<file path="src/rtl/fork_join_any_seq.sv">
// Fork/join_any sequencer: parallel lane countdowns, tail task on first join.
// Optional abort port when FJ_DISABLE_FORK_EN is defined.
module fork_join_any_seq #(
  parameter int NUM_LANES = 2,
  parameter int CNT_W     = 8
) (
  input  logic                         clk,
  input  logic                         rst_n,
  input  logic                         start,
  input  logic [NUM_LANES-1:0]         lane_en,
  input  logic [NUM_LANES*CNT_W-1:0]   lane_dur,
  input  logic [CNT_W-1:0]             tail_dur,
`ifdef FJ_DISABLE_FORK_EN
  input  logic                         abort,
  output logic                         aborted,
`endif
  output logic                         ready,
  output logic [NUM_LANES-1:0]         lane_busy,
  output logic [NUM_LANES-1:0]         lane_done,
  output logic                         tail_start,
  output logic                         tail_busy,
  output logic                         tail_done,
  output logic                         done,
  output logic [$clog2(NUM_LANES):0]   first_lane
);

  localparam int FLW = $clog2(NUM_LANES) + 1;
  localparam logic [CNT_W-1:0] ONE = CNT_W'(1);

  typedef enum logic [1:0] {
    IDLE,
    RUN,
    TAIL
  } state_t;

  state_t state, state_nx;

  logic [CNT_W-1:0]     lane_cnt [NUM_LANES];
  logic [CNT_W-1:0]     tail_cnt;
  logic [CNT_W-1:0]     tail_dur_q;

  logic                 accept;
  logic                 abort_hit;
  logic [NUM_LANES-1:0] lane_fin;
  logic [NUM_LANES-1:0] lane_left;
  logic                 join_fire;
  logic [FLW-1:0]       join_idx;
  logic [CNT_W-1:0]     tail_ld;
  logic                 tail_fin;
  logic                 tail_left;
  logic                 all_fin;
  logic                 all_idle;

  assign accept = start && (state == IDLE);

`ifdef FJ_DISABLE_FORK_EN
  assign abort_hit = abort && (state != IDLE);
`else
  assign abort_hit = 1'b0;
`endif

  // Completion decode for the upcoming edge; E0 uses the live inputs.
  always_comb begin
    lane_fin  = '0;
    lane_left = '0;
    join_idx  = '1;
    all_idle  = (tail_cnt == '0);
    for (int i = 0; i < NUM_LANES; i++) begin
      if (accept) begin
        lane_fin[i]  = lane_en[i] &&
                       (lane_dur[i*CNT_W +: CNT_W] == '0);
        lane_left[i] = lane_en[i] &&
                       (lane_dur[i*CNT_W +: CNT_W] != '0);
      end else begin
        lane_fin[i]  = (lane_cnt[i] == ONE);
        lane_left[i] = (lane_cnt[i] > ONE);
      end
      if (lane_cnt[i] != '0)
        all_idle = 1'b0;
    end
    for (int i = NUM_LANES - 1; i >= 0; i--) begin
      if (lane_fin[i])
        join_idx = FLW'(i);
    end
    if (accept)
      join_fire = (lane_fin != '0) || (lane_en == '0);
    else
      join_fire = (state == RUN) && (lane_fin != '0);
    tail_ld = accept ? tail_dur : tail_dur_q;
    if (join_fire) begin
      tail_fin  = (tail_ld == '0);
      tail_left = (tail_ld != '0);
    end else begin
      tail_fin  = (tail_cnt == ONE);
      tail_left = (tail_cnt > ONE);
    end
    all_fin = ((lane_fin != '0) || tail_fin) &&
              (lane_left == '0) && !tail_left &&
              (join_fire || (state == TAIL));
  end

  always_ff @(posedge clk or negedge rst_n) begin
    if (!rst_n)
      state <= IDLE;
    else
      state <= state_nx;
  end

  always_comb begin
    state_nx = state;
    unique case (state)
      IDLE: if (accept)
              state_nx = join_fire ? TAIL : RUN;
      RUN:  if (join_fire)
              state_nx = TAIL;
      TAIL: if (all_idle)
              state_nx = IDLE;
      default: state_nx = IDLE;
    endcase
    if (abort_hit)
      state_nx = IDLE;
  end

  always_comb begin
    ready     = (state == IDLE);
    tail_busy = (tail_cnt != '0);
    for (int i = 0; i < NUM_LANES; i++)
      lane_busy[i] = (lane_cnt[i] != '0);
  end

  always_ff @(posedge clk or negedge rst_n) begin
    if (!rst_n) begin
      for (int i = 0; i < NUM_LANES; i++)
        lane_cnt[i] <= '0;
      tail_cnt   <= '0;
      tail_dur_q <= '0;
      lane_done  <= '0;
      tail_start <= 1'b0;
      tail_done  <= 1'b0;
      done       <= 1'b0;
      first_lane <= '0;
`ifdef FJ_DISABLE_FORK_EN
      aborted    <= 1'b0;
`endif
    end else begin
      lane_done  <= '0;
      tail_start <= 1'b0;
      tail_done  <= 1'b0;
      done       <= 1'b0;
`ifdef FJ_DISABLE_FORK_EN
      aborted    <= abort_hit;
`endif
      if (abort_hit) begin
        for (int i = 0; i < NUM_LANES; i++)
          lane_cnt[i] <= '0;
        tail_cnt <= '0;
      end else begin
        for (int i = 0; i < NUM_LANES; i++) begin
          if (accept)
            lane_cnt[i] <= lane_en[i] ?
                           lane_dur[i*CNT_W +: CNT_W] : '0;
          else if (lane_cnt[i] != '0)
            lane_cnt[i] <= lane_cnt[i] - ONE;
        end
        if (accept) begin
          tail_dur_q <= tail_dur;
          first_lane <= '0;
        end
        if (join_fire) begin
          tail_cnt   <= tail_ld;
          tail_start <= 1'b1;
          first_lane <= join_idx;
        end else if (tail_cnt != '0) begin
          tail_cnt <= tail_cnt - ONE;
        end
        lane_done <= lane_fin;
        tail_done <= tail_fin;
        done      <= all_fin;
      end
    end
  end

endmodule

</file>
<file path="config.mk">
export PLATFORM = sky130hd
export DESIGN_NAME = fork_join_any_seq
export DESIGN_NICKNAME = d
export VERILOG_FILES = /design/src/rtl/fork_join_any_seq.sv
export SDC_FILE = /design/constraint.sdc
export NUM_CORES = 1
export LEC_CHECK = 0
export ABC_AREA = 0
export CORE_MARGIN = 2
export CORE_UTILIZATION = 25
export CTS_CLUSTER_SIZE = 16
export DETAILED_ROUTE_END_ITERATION = 6
export DONT_BUFFER_PORTS = 1
export PLACE_DENSITY_LB_ADDON = 0.3
export SYNTH_ARGS = -nofsm -noshare
export SYNTH_HDL_FRONTEND = slang
export SYNTH_SLANG_ARGS = --single-unit
</file>
<file path="constraint.sdc">
create_clock -name clk -period 2.69 [get_ports clk]
set_input_delay 0.538 -clock clk [delete_from_list [all_inputs] [get_ports clk]]
set_output_delay 0.538 -clock clk [all_outputs]
set_load 0.1 [all_outputs]
</file>
### Word level (Yosys, flattened, before mapping)

Index checks and enable logic that the tools add are counted.

* $add $sub $neg: 3
* order comparisons: 3
* equal/unequal tests: 8
* multiplexer cells: 28
* reduce and logical (&&, ||, !) cells: 32

Operators with widths (number)
* $mux 8: 9
* $reduce_bool 8->1: 6
* $logic_not 8->1: 4
* $eq 8x1->1 const B: 3
* $gt 8x1->1 const B: 3
* $sub 8x1->8 const B: 3
* $mux 2: 8
* $mux 1: 10
* $reduce_bool 2->1: 5
* $logic_and 1x1->1: 9
* $logic_not 2->1: 3
* $pmux 2 s3: 1
* $ne 2x2->1 const B: 2
* $logic_or 1x1->1: 3
* $reduce_and 3->1: 1
* $eq 2x1->1 const B: 1
* $eq 2x2->1 const B: 1
* $ne 2x1->1 const B: 1
* $logic_not 1->1: 1

* register bits after elaboration: 41
* input bits: 29
* output and inout port bits: 11
* logic and storage cells: 84

### Depth between registers and ports, before layout

Gate-level depths: netlist of the first run.

* word-level depth: 11
* gate-level depth with buffers: 9
* depth with buffers taken out: 7

### Worst setup path after synthesis of the first run

Ideal clock, no wire load.

* kind: reg2reg
* start: register tail_cnt[4]
* end: register done
* setup time: 65 ps
* data arrival time: 2375 ps
* data required time: 2625 ps
* path slack: 249 ps
* stages on the path, launching flop included: 5
* path buffers: 0
* period minus slack after synthesis: 2441 ps
* cells stage by stage: dfrtp_1 -> nor4_1 -> nand3_1 -> nor4_1 -> o221a_2

* cells in the longest elaborated chain, start to end: 6
* elaborated cells between the ends (all ways): 9
* classes of those cells: order compare: 1; eq/ne: 1; mux: 2; reduce/logical: 5

Ends and longest elaborated chain
* from (decl): line 39 `logic [CNT_W-1:0] tail_cnt;`
* from (signal assigned): line 170 `tail_cnt <= tail_ld;`
* from (signal assigned): line 174 `tail_cnt <= tail_cnt - ONE;`
* parallel branches: the longest is 4 deep, another holds $gt 8x1->1
* $logic_and 1x1->1 * (2 in series): line 98 `(lane_left == '0) && !tail_left &&`
* net all_fin: line 51 `logic all_fin;`
* to (signal assigned): line 178 `done <= all_fin;`
* to (decl): line 23 `output logic done,`

Mark *: on every way through the listed nets, which the timed path passes.
A chain may end at the register's enable or synchronous reset.

### Worst setup path after layout of the first run

* start: register lane_cnt[11] in the netlist's numbering
* end: output lane_busy[0]

* cells in the longest elaborated chain, start to end: 1

Ends and longest elaborated chain
* from (decl): line 38 `logic [CNT_W-1:0] lane_cnt [NUM_LANES];`
* from (signal, indexed assignment): line 160 `lane_cnt[i] <= lane_en[i] ?`
* from (signal, indexed assignment): line 163 `lane_cnt[i] <= lane_cnt[i] - ONE;`
* $reduce_bool 8->1: line 128 `lane_busy[i] = (lane_cnt[i] != '0);`
* to (decl): line 18 `output logic [NUM_LANES-1:0] lane_busy,`

No other way between the ends.

==> run summary, run 1 <==
For the combined global-route utilization of all metal layers, the log shows 11.8%. The endpoint identified for the worst register-to-register timing path is done$_DFF_PN0_. The average via count per standard cell was 4.78; the initial standard-cell utilization of the core was 25.7%.

Counting flops with an async set or reset pin after synthesis yields a share of 100%. The number of buffers inserted by port buffering works out to 0. The tree is rooted in a sky130_fd_sc_hd__clkbuf_8.

At the end of the flow, the number of nets in the layout was 297. The congestion estimate from routability-driven global placement came to 0.721. For the number of iterations in the first detailed-routing pass, the log shows 4. After synthesis the cells add up to 2370 um^2. The final critical path takes up 93.3% of the cycle.

The area growth from synthesis to layout is 11.0%. The total grt overflow is 0. The number of nets in the synthesized netlist is 293, and the total power per unit cell area is 1150 nW/um^2.

The number of different library cells used by synthesis comes to 52. The setup check on the worst reg-to-reg path leaves a slack of 0.47 ns. Setup repair after global routing left no endpoint under its margin. The number of antenna diodes in the final layout is 0. The routed design has 5720 um of wire.

In this run the standard cell core region covers 9240 um^2. The top-area cell type share of the netlist area works out to 43.2%. Dividing the detail-routed wire length by the instance count gives 14.6 um.

Across the VDD grid, the largest voltage drop is 0.299 mV. Part of the power in registers: 42.8%. Net switching is 45.3% of the power. The start of the worst register-to-register path is lane_cnt[5]$_DFFE_PN0P_. The logs give 0 for the number of failing hold endpoints at the final stage and 0 for the number of slew-limit violations in the final report.

The cell leakage power is 1.14 nW. Number of gates given a new drive strength after cts: 0. The tightest min-delay check is of the input pin to asynchronous set/reset pin type. 40 I/O pins were placed. The worst setup path is launched from a flip-flop. The die covers 10300 um^2.

Once layout is complete, the utilization of the core stands at 28.5%. The DRC marker count from the first detailed-route iteration was 97; the via count of the first global-routing pass was 1864. The die is 101 um tall. The detail route stage leaves a number of antenna-violating nets equal to 0. The library cell with the largest summed area after synthesis is sky130_fd_sc_hd__dfrtp_1. The depth of the worst register-to-register path works out to 6. The run finished with clean final reports. Sequential cells were found to cover 43.2% of the synthesized design area. The number of antenna violations at the first check in global routing was 0; the number of standard-cell rows in the floorplan was 35.

The highest fanout seen on the critical path works out to 8. The run gives 2 as the maximum number of buffers from clock root to sink. In the synthesized netlist the dominant register cell turns out to be sky130_fd_sc_hd__dfrtp_1. The count of flip-flops with a built-in enable after synthesis was 0. Maximum clock skew at final layout: 0.00933 ns. The internal power of the cells totals 0.00166 W. The sink count of the clock tree was 41; the synthesized netlist cell count was 257. Static timing analysis puts the maximum clock frequency at 0.398 GHz.

Per report_power, the clock group accounts for 13.3% of the total. For the global-route wire length before repair, the log shows 9560 um. The clock slew at the register clock pins of the worst setup and hold paths came out at 0.09 ns.

TritonCTS built the clock tree. TritonCTS created 5 clock buffers. The logs give 0.00137 W for the net switching power figure and 38.0% for the relative slew slack.

The count of unresolved DRC violations after routing is 0, and the final sum of negative setup slack is 0 ns. Counting flops and latches in the post-synthesis netlist gives 41. The post-synthesis area per instance came out at 9.24 um^2.

The fraction of layout cells with a size suffix above 1 came out at 11.8%. Yosys attributes the largest share of cell area to sky130_fd_sc_hd__dfrtp_1 (43%), sky130_fd_sc_hd__nand2_1 (4.7%), sky130_fd_sc_hd__a21oi_1 (4.0%). The HPWL after detailed placement is 4350 um.

The filler cells instantiated in the layout total 990. The routed design could run at a clock period as short as 2.51 ns. The routed layout has 1868 vias. The setup-violating endpoint count in the final report came out at 0.

The worst setup path is of the flip-flop to output port kind. The share of total power dissipated in combinational logic is 43.9%. At the worst endpoint, the arrival time is 1.97 ns.

The worst path required time is 2.15 ns, and the warning count from the yosys run is 0. The transition time at the pin with the least slew margin works out to 0.930 ns. The die outline width came out at 101 um.

The maximum number of pins on one net before global-route repair came out at 42. The H-tree was split into 2 levels. The number of max-capacitance violations reported was 0. The tools report the clock latency reported for the late side of the worst-skew pair as 0.30 ns.

Type of element capturing the critical path: an output port.
==> cell type report <==
| type | instances | area [um^2] | share of cell area [%] |
|---|---|---|---|
| clock buffer | 5 | 68.8 | 2.61 |
| sequential | 41 | 1030 | 38.9 |
| multi-input combinational | 192 | 1240 | 46.9 |
| timing repair buffer | 9 | 80.1 | 3.04 |
| inverter | 12 | 45.0 | 1.71 |
| tap | 129 | 161 | 6.12 |
| clock inverter | 3 | 17.5 | 0.664 |
==> repair_timing <==
action / in CTS / in global routing
hold buffers: 1 / 0
endpoints found under the hold margin: 41 / 0
setup buffers: 0 / 0
==> synthesized netlist by cell type (2+ instances only) <==
| master | instances |
|---|---|
| sky130_fd_sc_hd__nand3_1 | 17 |
| sky130_fd_sc_hd__nand2_1 | 30 |
| sky130_fd_sc_hd__nor3_1 | 9 |
| sky130_fd_sc_hd__dfrtp_1 | 41 |
| sky130_fd_sc_hd__ha_1 | 7 |
| sky130_fd_sc_hd__nor2_1 | 21 |
| sky130_fd_sc_hd__a21o_1 | 3 |
| sky130_fd_sc_hd__a21oi_1 | 19 |
| sky130_fd_sc_hd__a31oi_1 | 2 |
| sky130_fd_sc_hd__o211ai_1 | 2 |
| sky130_fd_sc_hd__nand4_1 | 2 |
| sky130_fd_sc_hd__mux2_4 | 4 |
| sky130_fd_sc_hd__xnor2_1 | 8 |
| sky130_fd_sc_hd__clkbuf_1 | 8 |
| sky130_fd_sc_hd__nor2b_1 | 2 |
| sky130_fd_sc_hd__xor2_1 | 3 |
| sky130_fd_sc_hd__nor4_1 | 9 |
| sky130_fd_sc_hd__and2_1 | 3 |
| sky130_fd_sc_hd__o31ai_1 | 4 |
| sky130_fd_sc_hd__and3_1 | 5 |
| sky130_fd_sc_hd__buf_6 | 3 |
| sky130_fd_sc_hd__mux2i_1 | 3 |
| sky130_fd_sc_hd__inv_1 | 11 |
| sky130_fd_sc_hd__or4_1 | 3 |
| sky130_fd_sc_hd__o21ai_0 | 9 |
| sky130_fd_sc_hd__o21a_1 | 2 |
| sky130_fd_sc_hd__a32o_1 | 2 |
==> through the flow <==
| step | std cells | hold slack, ns | instance area (um^2) | total power [W] | setup slack [ns] |
|---|---|---|---|---|---|
| floorplan | 257 | 0.242 | 2370 | 0.00235 | 0.249 |
| global placement | 382 | 0.244 | 2530 | 0.00263 | 0.430 |
| detailed placement | 382 | 0.244 | 2530 | 0.00263 | 0.407 |
| CTS | 391 | 0.0785 | 2640 | 0.00307 | 0.124 |
| global route | 391 | 0.0761 | 2640 | 0.00331 | 0.00424 |
| finish | 391 | 0.0777 | 2640 | 0.00303 | 0.179 |
==> worst max path at each step <==
| stage | start | end | slack (ns) | depth (start not counted) |
|---|---|---|---|---|
| 6_report | lane_cnt[11]$_DFFE_PN0P_ | lane_busy[0] | 0.18 | 4 |
| 5_1_grt | lane_cnt[11]$_DFFE_PN0P_ | lane_busy[0] | 0.004 | 4 |
| 4_1_cts | lane_cnt[11]$_DFFE_PN0P_ | lane_busy[0] | 0.12 | 4 |
| 3_5_place_dp | lane_dur[0] | done$_DFF_PN0_ | 0.41 | 6 |
| 3_3_place_gp | lane_dur[4] | done$_DFF_PN0_ | 0.43 | 6 |
| 2_1_floorplan | tail_cnt[4]$_DFFE_PN0P_ | done$_DFF_PN0_ | 0.25 | 4 |
==> registers in the layout, summed over array words and instances, names as in the netlist <==
signal      cells
tail_dur_q      8
first_lane      2
tail_start      1
state           2
lane_done       2
lane_cnt       16
done            1
tail_done       1
tail_cnt        8
==> cell families after synthesis <==
logic type,Yosys count,synth area share (%)
and+or+nand+nor,110,24.1
AOI/OAI and AO/OA,57,16.3
DFF,41,43.2
buffers and inverters,24,4.79
xor gates and xnor gates,11,4.06
muxes,7,3.79
adders and majority gates,7,3.69
==> cells in the final DEF, fill, tap and decap left out, types with 7 or more instances in the layout <==
| cell type | count |
|---|---|
| sky130_fd_sc_hd__buf_4 | 8 |
| sky130_fd_sc_hd__a21oi_1 | 19 |
| sky130_fd_sc_hd__dfrtp_1 | 41 |
| sky130_fd_sc_hd__nor2_1 | 20 |
| sky130_fd_sc_hd__ha_1 | 7 |
| sky130_fd_sc_hd__nor3_1 | 9 |
| sky130_fd_sc_hd__nand2_1 | 30 |
| sky130_fd_sc_hd__nand3_1 | 17 |
| sky130_fd_sc_hd__nor4_1 | 9 |
| sky130_fd_sc_hd__xnor2_1 | 8 |
| sky130_fd_sc_hd__o21ai_0 | 9 |
| sky130_fd_sc_hd__inv_1 | 11 |
==> power by group through the flow <==
stage	Clock [W]	Combinational, W	Sequential (W)
2_1_floorplan	0	0.00112	0.00123
3_3_place_gp	0	0.00132	0.00131
3_5_place_dp	0	0.00132	0.00131
4_1_cts	0.000420	0.00135	0.00130
5_1_grt	0.000451	0.00152	0.00134
6_report	0.000403	0.00133	0.00130
==> layer usage <==
layer,global-route usage (%),part of all wire (%)
met1,16.2,49
met2,18.3,45
met3,3.93,5.8
met4,2.49,0.79
met5,0,0
==> worst max-delay path, stage by stage, from the launching register on <==
cell and delay [ns]:
sky130_fd_sc_hd__dfrtp_1 0.45, sky130_fd_sc_hd__nor4_4 0.40, sky130_fd_sc_hd__and3_1 0.41, sky130_fd_sc_hd__inv_1 0.15
sky130_fd_sc_hd__buf_4 0.26
Note: power is estimated with default switching activity, not from simulation.
==> inputs of run 2 (changes only) <==
Settings changed: SLEW_MARGIN set to 20.
Clock period 2.69 ns to 2.3 ns, I/O delays scaled along.
==> run 2 against run 1 <==
Effect of this change:
- critical path depth did not move
- via count rose by 1.2%
- critical path type unchanged
- combinational power is 33% higher
- routed wire length increased by 3.7%
==> run summary, run 2 (synthesis gave the netlist of run 1 again) <==
The flow ran to the end, and the final reports show no timing, DRC or antenna violations. Delay of the slowest critical-path stage: 0.44 ns (about the same). The H-tree depth was 2 (unchanged). The total vias in the final route is 1891 (+1.2%). The critical path is of the flip-flop to output port type. For the number of standard-cell rows in the floorplan, the log shows 35 (unchanged).

The number of fill cells was 974 (-1.6%); the maximum number of pins on one net before global-route repair was 42 (unchanged). The critical path arrival came out at 1.69 ns (-0.28 ns). The worst setup path is launched from a flip-flop. The final net count is 313 (+5.4%), and the cell leakage power is 1.24 nW (+8.5%).

Fraction of layout cells with a size suffix above 1: 16.9% (+5.1 points). The number of antenna violations at the first check in global routing was 0 (unchanged). The count of nets left with antenna violations after detail routing is 0 (unchanged). The die outline width works out to 101 um (unchanged). The half-perimeter wire length of the detailed placement result came out at 4510 um (+3.7%). The utilization of the core after routing is 30.3% (+1.7 points). The clock network fraction of design power was 16.3% (+3.0 points). The logs give 1.84 ns (-0.31 ns) for the worst path required time and 1910 (+2.5%) for the via count of the first global-routing pass. The part of the power in registers is 37.0% (-5.8 points), and the maximum clock skew at final layout is 0.0105 ns (+0.00116 ns).

The net switching power figure came out at 0.00164 W (+19%). The logs give 0.136 ns (-0.272 ns) for the post-place setup slack and 0 (unchanged) for the total grt overflow. The run gives 0.466 GHz as the maximum achievable frequency.

The largest vdd supply drop was 0.486 mV (+63%). The die height was 101 um (unchanged). The combined global-route utilization of all metal layers was 12.4% (+0.59 points); the area growth from synthesis to layout was 17.8%. The switching power share of the total works out to 43.2% (-2.1 points). The final wirelength is 5930 um (+3.7%), and the final routed wire length divided by cell count is 14.6 um (-0.37%). The count of unresolved DRC violations after routing is 0 (unchanged). The design internal power is 0.00215 W (+30%), and the minimum period implied by the final worst setup slack is 2.15 ns.

Relative slew slack: 38.0% (about the same). Leaving out fill and tap cells, the most frequent cell in the layout is sky130_fd_sc_hd__dfrtp_1. STA classifies the critical path endpoint as an output port.

The library cells used most frequently in the layout, excluding fill and tap cells, are sky130_fd_sc_hd__dfrtp_1 (41), sky130_fd_sc_hd__nand2_1 (30), sky130_fd_sc_hd__buf_4 (23), sky130_fd_sc_hd__nor2_1 (20), sky130_fd_sc_hd__a21oi_1 (19). The CTS root buffer was sky130_fd_sc_hd__clkbuf_8. The diode insertion count for antenna repair came out at 0 (unchanged).

The largest individual stage delay along the critical path comes from the cell sky130_fd_sc_hd__dfrtp_1. The largest registers in the layout are lane_cnt (16), tail_cnt (8), tail_dur_q (8). The global-route wire length before repair came out at 9850 um (+3.1%).

The number of max-capacitance violations reported is 0 (unchanged). Dividing the final minimum period by the clock period gives 93.3%. The total clock buffers created by CTS was 5 (unchanged). The sink count of the clock tree was 41 (unchanged); the number of buffers inserted by port buffering was 0 (unchanged). TritonCTS built the clock tree.

The run gives 4 (unchanged) as the number of iterations in the first detailed-routing pass. The highest fanout seen on the critical path works out to 4 (-4). The post-route cell area was 2800 um^2 (+6.1%).

The initial standard-cell utilization of the core is 25.7% (unchanged). Cell area reported after detailed placement: 2640 um^2 (+4.4%). The I/O pin count is 40 (unchanged), and the setup-violating endpoint count in the final report is 0 (unchanged).

The run gives 0 (unchanged) as the number of slew-limit violations in the final report. The transition time at the pin with the least slew margin is 0.930 ns (-0.000185 ns). The maximum number of buffers from clock root to sink was 2 (unchanged); the average via count per standard cell was 4.65 (-2.7%). The number of failing hold endpoints at the final stage was 0 (unchanged).

The logs give 67 (-31%) for the DRC marker count from the first detailed-route iteration and 46.7% (+2.8 points) for the relative contribution of combinational cells to total power. The signal on the critical path passes through nor4_4, and3_1, inv_1, buf_4. The flip-flop count of the largest register, all copies and words added is 16 (unchanged). The clock slew at the register clock pins of the worst setup and hold paths was 0.09 ns (about the same); the number of gates given a new drive strength after cts was 0 (unchanged). The overall die area is 10300 um^2 (unchanged). Core box area: 9240 um^2 (unchanged). The clock latency reported for the late side of the worst-skew pair came out at 0.30 ns (about the same). Worst min-delay path class: input pin to flip-flop.

Setup repair after global routing left no endpoint under its margin. The total chip power is 0.00379 W (+25%). The run gives 0.154 ns (-0.0255 ns) as the final setup slack of the worst path.

The register with the most flip-flops in the final layout is lane_cnt. The global placement routability congestion was 0.821 (+14%); the final sum of negative setup slack was 0 ns (unchanged). The total power per unit cell area is 1350 nW/um^2 (+18%).
==> run 2: cell count changes in the layout (fill, tap and decap cells not counted), sizes merged <==
cell,previous run,this run
dlygate4sd3,0,1
clkinv,2,0
bufinv,0,1
clkbuf,5,6
buf,9,24
==> run 2: power by group through the flow <==
stage / combinational (W) / clock [W] / sequential, W
2_1_floorplan: 0.00131 / 0 / 0.00144
3_3_place_gp: 0.00173 / 0 / 0.00141
3_5_place_dp: 0.00175 / 0 / 0.00142
4_1_cts: 0.00178 / 0.000643 / 0.00140
5_1_grt: 0.00200 / 0.000676 / 0.00145
6_report: 0.00177 / 0.000618 / 0.00140
==> run 2: final cells by class <==
type                            instances  area, um^2  share of cell area (%)
Multi-Input combinational cell        192        1240                    44.4
Sequential cell                        41        1030                    36.7
Timing Repair Buffer                   25         203                    7.25
Tap cell                              129         161                    5.77
Clock buffer                            6        82.6                    2.95
Inverter                               12        45.0                    1.61
Clock inverter                          2        37.5                    1.34
==> run 2: worst paths after layout <==
kind	startpoint	to	slack (ns)	depth (start not counted)
setup / recovery	lane_cnt[13]$_DFFE_PN0P_	lane_busy[0]	0.15	4
hold / removal	lane_en[0]	first_lane[1]$_DFFE_PN0P_	0.27	1
setup reg to reg	lane_cnt[6]$_DFFE_PN0P_	done$_DFF_PN0_	0.15	6
hold reg to reg	tail_dur_q[0]$_DFF_PN0_	tail_dur_q[0]$_DFF_PN0_	0.50	2
max in group asynchronous	rst_n	tail_start$_DFF_PN0_	1.48	2
min in group asynchronous	rst_n	lane_cnt[11]$_DFFE_PN0P_	0.61	2
==> run 2: per-layer routing <==
layer / vias up / share of wire (%) / global-route usage (%)
li1: 958 / - / -
met3: 6 / 5.5 / 3.66
met4: 0 / 0.88 / 3.43
met1: 895 / 48 / 17.0
met5: - / 0 / 0
met2: 32 / 46 / 19.2
==> run 2: per-stage QoR <==
stage / hold slack, ns / std cells
floorplan: 0.164 / 257
global placement: 0.166 / 396
detailed placement: 0.166 / 396
CTS: 0.257 / 406
global route: 0.267 / 407
finish: 0.272 / 407
==> run 2: worst max-delay path, delay by kind of cell, from the launching register on <==
family,cells,cell delay (ns)
buffers and inverters,2,0.33
flip-flops,1,0.44
AND/OR/NAND/NOR,2,0.61
==> run 2: timing repair <==
item	in CTS	in global routing
endpoints found under the setup margin	0	1
hold buffers	2	0
buffers inserted	0	1
hold endpoints to repair	41	0
==> inputs of run 3 (changes only) <==
Clock period 2.3 ns to 2.14 ns, I/O delays scaled along.
==> run 3 against run 2 <==
Effect of this change:
- setup slack got worse by 0.075 ns
- highest routed layer unchanged
- clock power rose by 7.8%
- register-to-register slack barely moved
- count of clock-buffer cells in the layout rose by 1
- sequential share of layout area fell by 0.74 points
- clock skew rose by 0.0018 ns
- non-clock buffer count rose by 4
- power rose by 9.3%
- utilization rose by 0.62 points
- sequential power rose by 4%
- critical path type unchanged
==> run summary, run 3 (synthesis gave the netlist of run 1 again) <==
The flow ran to the end, and the final reports show no timing, DRC or antenna violations. The tools report the worst reg-to-reg setup slack as 0.14 ns (about the same). The tools report the relative slew slack as 62.5% (+24 points). Core box area: 9240 um^2 (unchanged). The met3 routing resource usage after global routing is 2.97% (-0.69 points). The library cell used most frequently in the layout, excluding fill and tap cells, is sky130_fd_sc_hd__dfrtp_1. Average via count per standard cell: 4.76 (+2.5%). The final setup slack of the worst path was 0.0789 ns (-0.0750 ns).

The global routing met2 resource utilization is 20.2% (+1.1 points), and the die outline width is 101 um (unchanged). Number of iterations in the first detailed-routing pass: 4 (unchanged). The sink count of the clock tree is 41 (unchanged), and the relative contribution of combinational cells to total power is 48.8% (+2.1 points). Worst hold slack: 0.230 ns (-0.0420 ns). The number of slew-limit violations in the final report came out at 0 (unchanged). The design internal power was 0.00235 W (+9.4%). The setup path with the least slack is of type flip-flop to output port. For the final wirelength, the log shows 6190 um (+4.4%). Type of element capturing the critical path: an output port. The largest registers in the layout are lane_cnt (16), tail_cnt (8), tail_dur_q (8).

The worst hold path depth was 1 (unchanged); the depth of the worst register-to-register path was 7 (+1). The run gives 9870 um (+0.20%) as the global-route wire length before repair. The logs give 0 (unchanged) for the number of failing hold endpoints at the final stage and 5 (unchanged) for the total clock buffers created by CTS.

The transition time at the pin with the least slew margin works out to 0.558 ns (-0.372 ns). The tools report the count of nets left with antenna violations after detail routing as 0 (unchanged). Number of antenna violations at the first check in global routing: 0 (unchanged). The maximum achievable frequency is 0.485 GHz, and the number of max-capacitance violations reported is 0 (unchanged). The part of the power in registers was 35.1% (-1.9 points); the final routed wire length divided by cell count was 15.1 um (+3.3%). For the total grt overflow, the log shows 0 (unchanged). The top cell types in the final layout, fill and taps aside, are sky130_fd_sc_hd__dfrtp_1 (41), sky130_fd_sc_hd__nand2_1 (30), sky130_fd_sc_hd__buf_4 (25), sky130_fd_sc_hd__nor2_1 (20), sky130_fd_sc_hd__a21oi_1 (19).

The logs give 0.150 ns (+0.0143 ns) for the post-place setup slack and 1941 (+1.6%) for the via count of the first global-routing pass. STA classifies the critical path startpoint as a flip-flop. The clock slew at the register clock pins of the worst setup and hold paths is 0.09 ns (about the same), and the area growth from synthesis to layout is 20.2%. The net switching power figure is 0.00179 W (+9.2%). The initial standard-cell utilization of the core was 25.7% (unchanged).

The critical path arrival was 1.63 ns (-0.06 ns). For the DRC marker count from the first detailed-route iteration, the log shows 86 (+28%). The share of the cycle needed by the critical path after routing is 96.3%, and the final net count is 317 (+1.3%). The run gives 2 (unchanged) as the H-tree depth. The switching power share of the total is 43.2% (-0.057 points), and the global placement routability congestion is 0.778 (-5.2%).

The run gives 2680 um^2 (+1.6%) as the cell area reported after detailed placement. The fraction of layout cells with a size suffix above 1 came out at 18.8% (+1.9 points). CTS root buffer: sky130_fd_sc_hd__clkbuf_8. The logs give 2860 um^2 (+2.1%) for the post-route cell area and 1.27 nW (+2.2%) for the cell leakage power. TritonCTS built the clock tree. The global routing met1 resource utilization was 16.6% (-0.45 points).

For the total vias in the final route, the log shows 1957 (+3.5%). For the I/O pin count, the log shows 40 (unchanged). The highest fanout seen on the critical path is 5 (+1). Register name with the most flops: lane_cnt.

The die height was 101 um (unchanged). Minimum period implied by the final worst setup slack: 2.06 ns. The worst min-delay path class was input pin to flip-flop.

The total power per unit cell area works out to 1450 nW/um^2 (+7.1%). The number of buffers inserted by port buffering came out at 0 (unchanged). The logs give 2 (unchanged) for the maximum number of buffers from clock root to sink and 35 (unchanged) for the number of standard-cell rows in the floorplan.

The flip-flop count of the largest register, all copies and words added was 16 (unchanged). The logs give 12.5% (+0.054 points) for the combined global-route utilization of all metal layers and 0.452 mV (-6.9%) for the largest vdd supply drop. The half-perimeter wire length of the detailed placement result is 4640 um (+2.8%), and the overall die area is 10300 um^2 (unchanged). The setup-violating endpoint count in the final report came out at 0 (unchanged).

The clock latency reported for the late side of the worst-skew pair was 0.30 ns (about the same); the clock network fraction of design power was 16.1% (-0.2 points). The count of unresolved DRC violations after routing is 0 (unchanged), and the diode insertion count for antenna repair is 0 (unchanged). The worst path required time is 1.71 ns (-0.13 ns), and the final sum of negative setup slack is 0 ns (unchanged).

met2 is the most crowded layer. The maximum clock skew at final layout came out at 0.0123 ns (+0.00185 ns). The maximum number of pins on one net before global-route repair is 42 (unchanged).
[run 3: area by class of cell]
class | count | area, um^2
Fill cell | 984 | 6380
Timing Repair Buffer | 29 | 249
Tap cell | 129 | 161
Clock inverter | 1 | 30.0
Sequential cell | 41 | 1030
Clock buffer | 7 | 86.3
Multi-Input combinational cell | 192 | 1260
Inverter | 12 | 45.0
[run 3: per-stage QoR]
stage / power (W) / util, % / instances
after floorplan: 0.00296 / - / 257
after global placement: 0.00341 / 29.0 / 400
after detailed placement: 0.00345 / 29.0 / 400
after CTS: 0.00415 / 30.6 / 410
after global routing: 0.00449 / 30.9 / 411
final: 0.00414 / 30.9 / 411
[run 3: repair_timing]
action	4_1_cts	5_1_grt
hold buffers	2	0
setup buffers	0	1
gates resized for setup	0	4
endpoints found under the hold margin	41	0
setup endpoints to repair	0	2
[run 3: final timing paths]
kind                                          startpoint                        end
worst max-delay path             tail_cnt[5]$_DFFE_PN0P_                  tail_busy
worst min-delay path                          lane_en[0]  first_lane[1]$_DFFE_PN0P_
worst max register to register  lane_cnt[13]$_DFFE_PN0P_    tail_cnt[2]$_DFFE_PN0P_
worst min register to register   tail_dur_q[5]$_DFF_PN0_    tail_dur_q[5]$_DFF_PN0_
max in group asynchronous                          rst_n       state[0]$_DFFE_PN0P_
min in group asynchronous                          rst_n    lane_cnt[8]$_DFFE_PN0P_
[run 3: worst max-delay path, stage by stage, from the launching register on]
cell and delay [ns]:
sky130_fd_sc_hd__dfrtp_1 0.45, sky130_fd_sc_hd__nor4_2 0.40, sky130_fd_sc_hd__nand3_2 0.20, sky130_fd_sc_hd__buf_4 0.28
[run 3: power by group through the flow]
stage | Sequential [W] | Clock, W | Combinational (W)
6_report | 0.00145 | 0.000666 | 0.00202
3_5_place_dp | 0.00146 | 0 | 0.00199
5_1_grt | 0.00151 | 0.000729 | 0.00225
2_1_floorplan | 0.00155 | 0 | 0.00141
3_3_place_gp | 0.00145 | 0 | 0.00197
4_1_cts | 0.00144 | 0.000681 | 0.00202
[run 3: per-layer routing]
metal	routed length, um	part of all wire [%]
met1	2800	45
met2	3040	49
met3	295	4.8
met4	59	0.95
met5	0	0
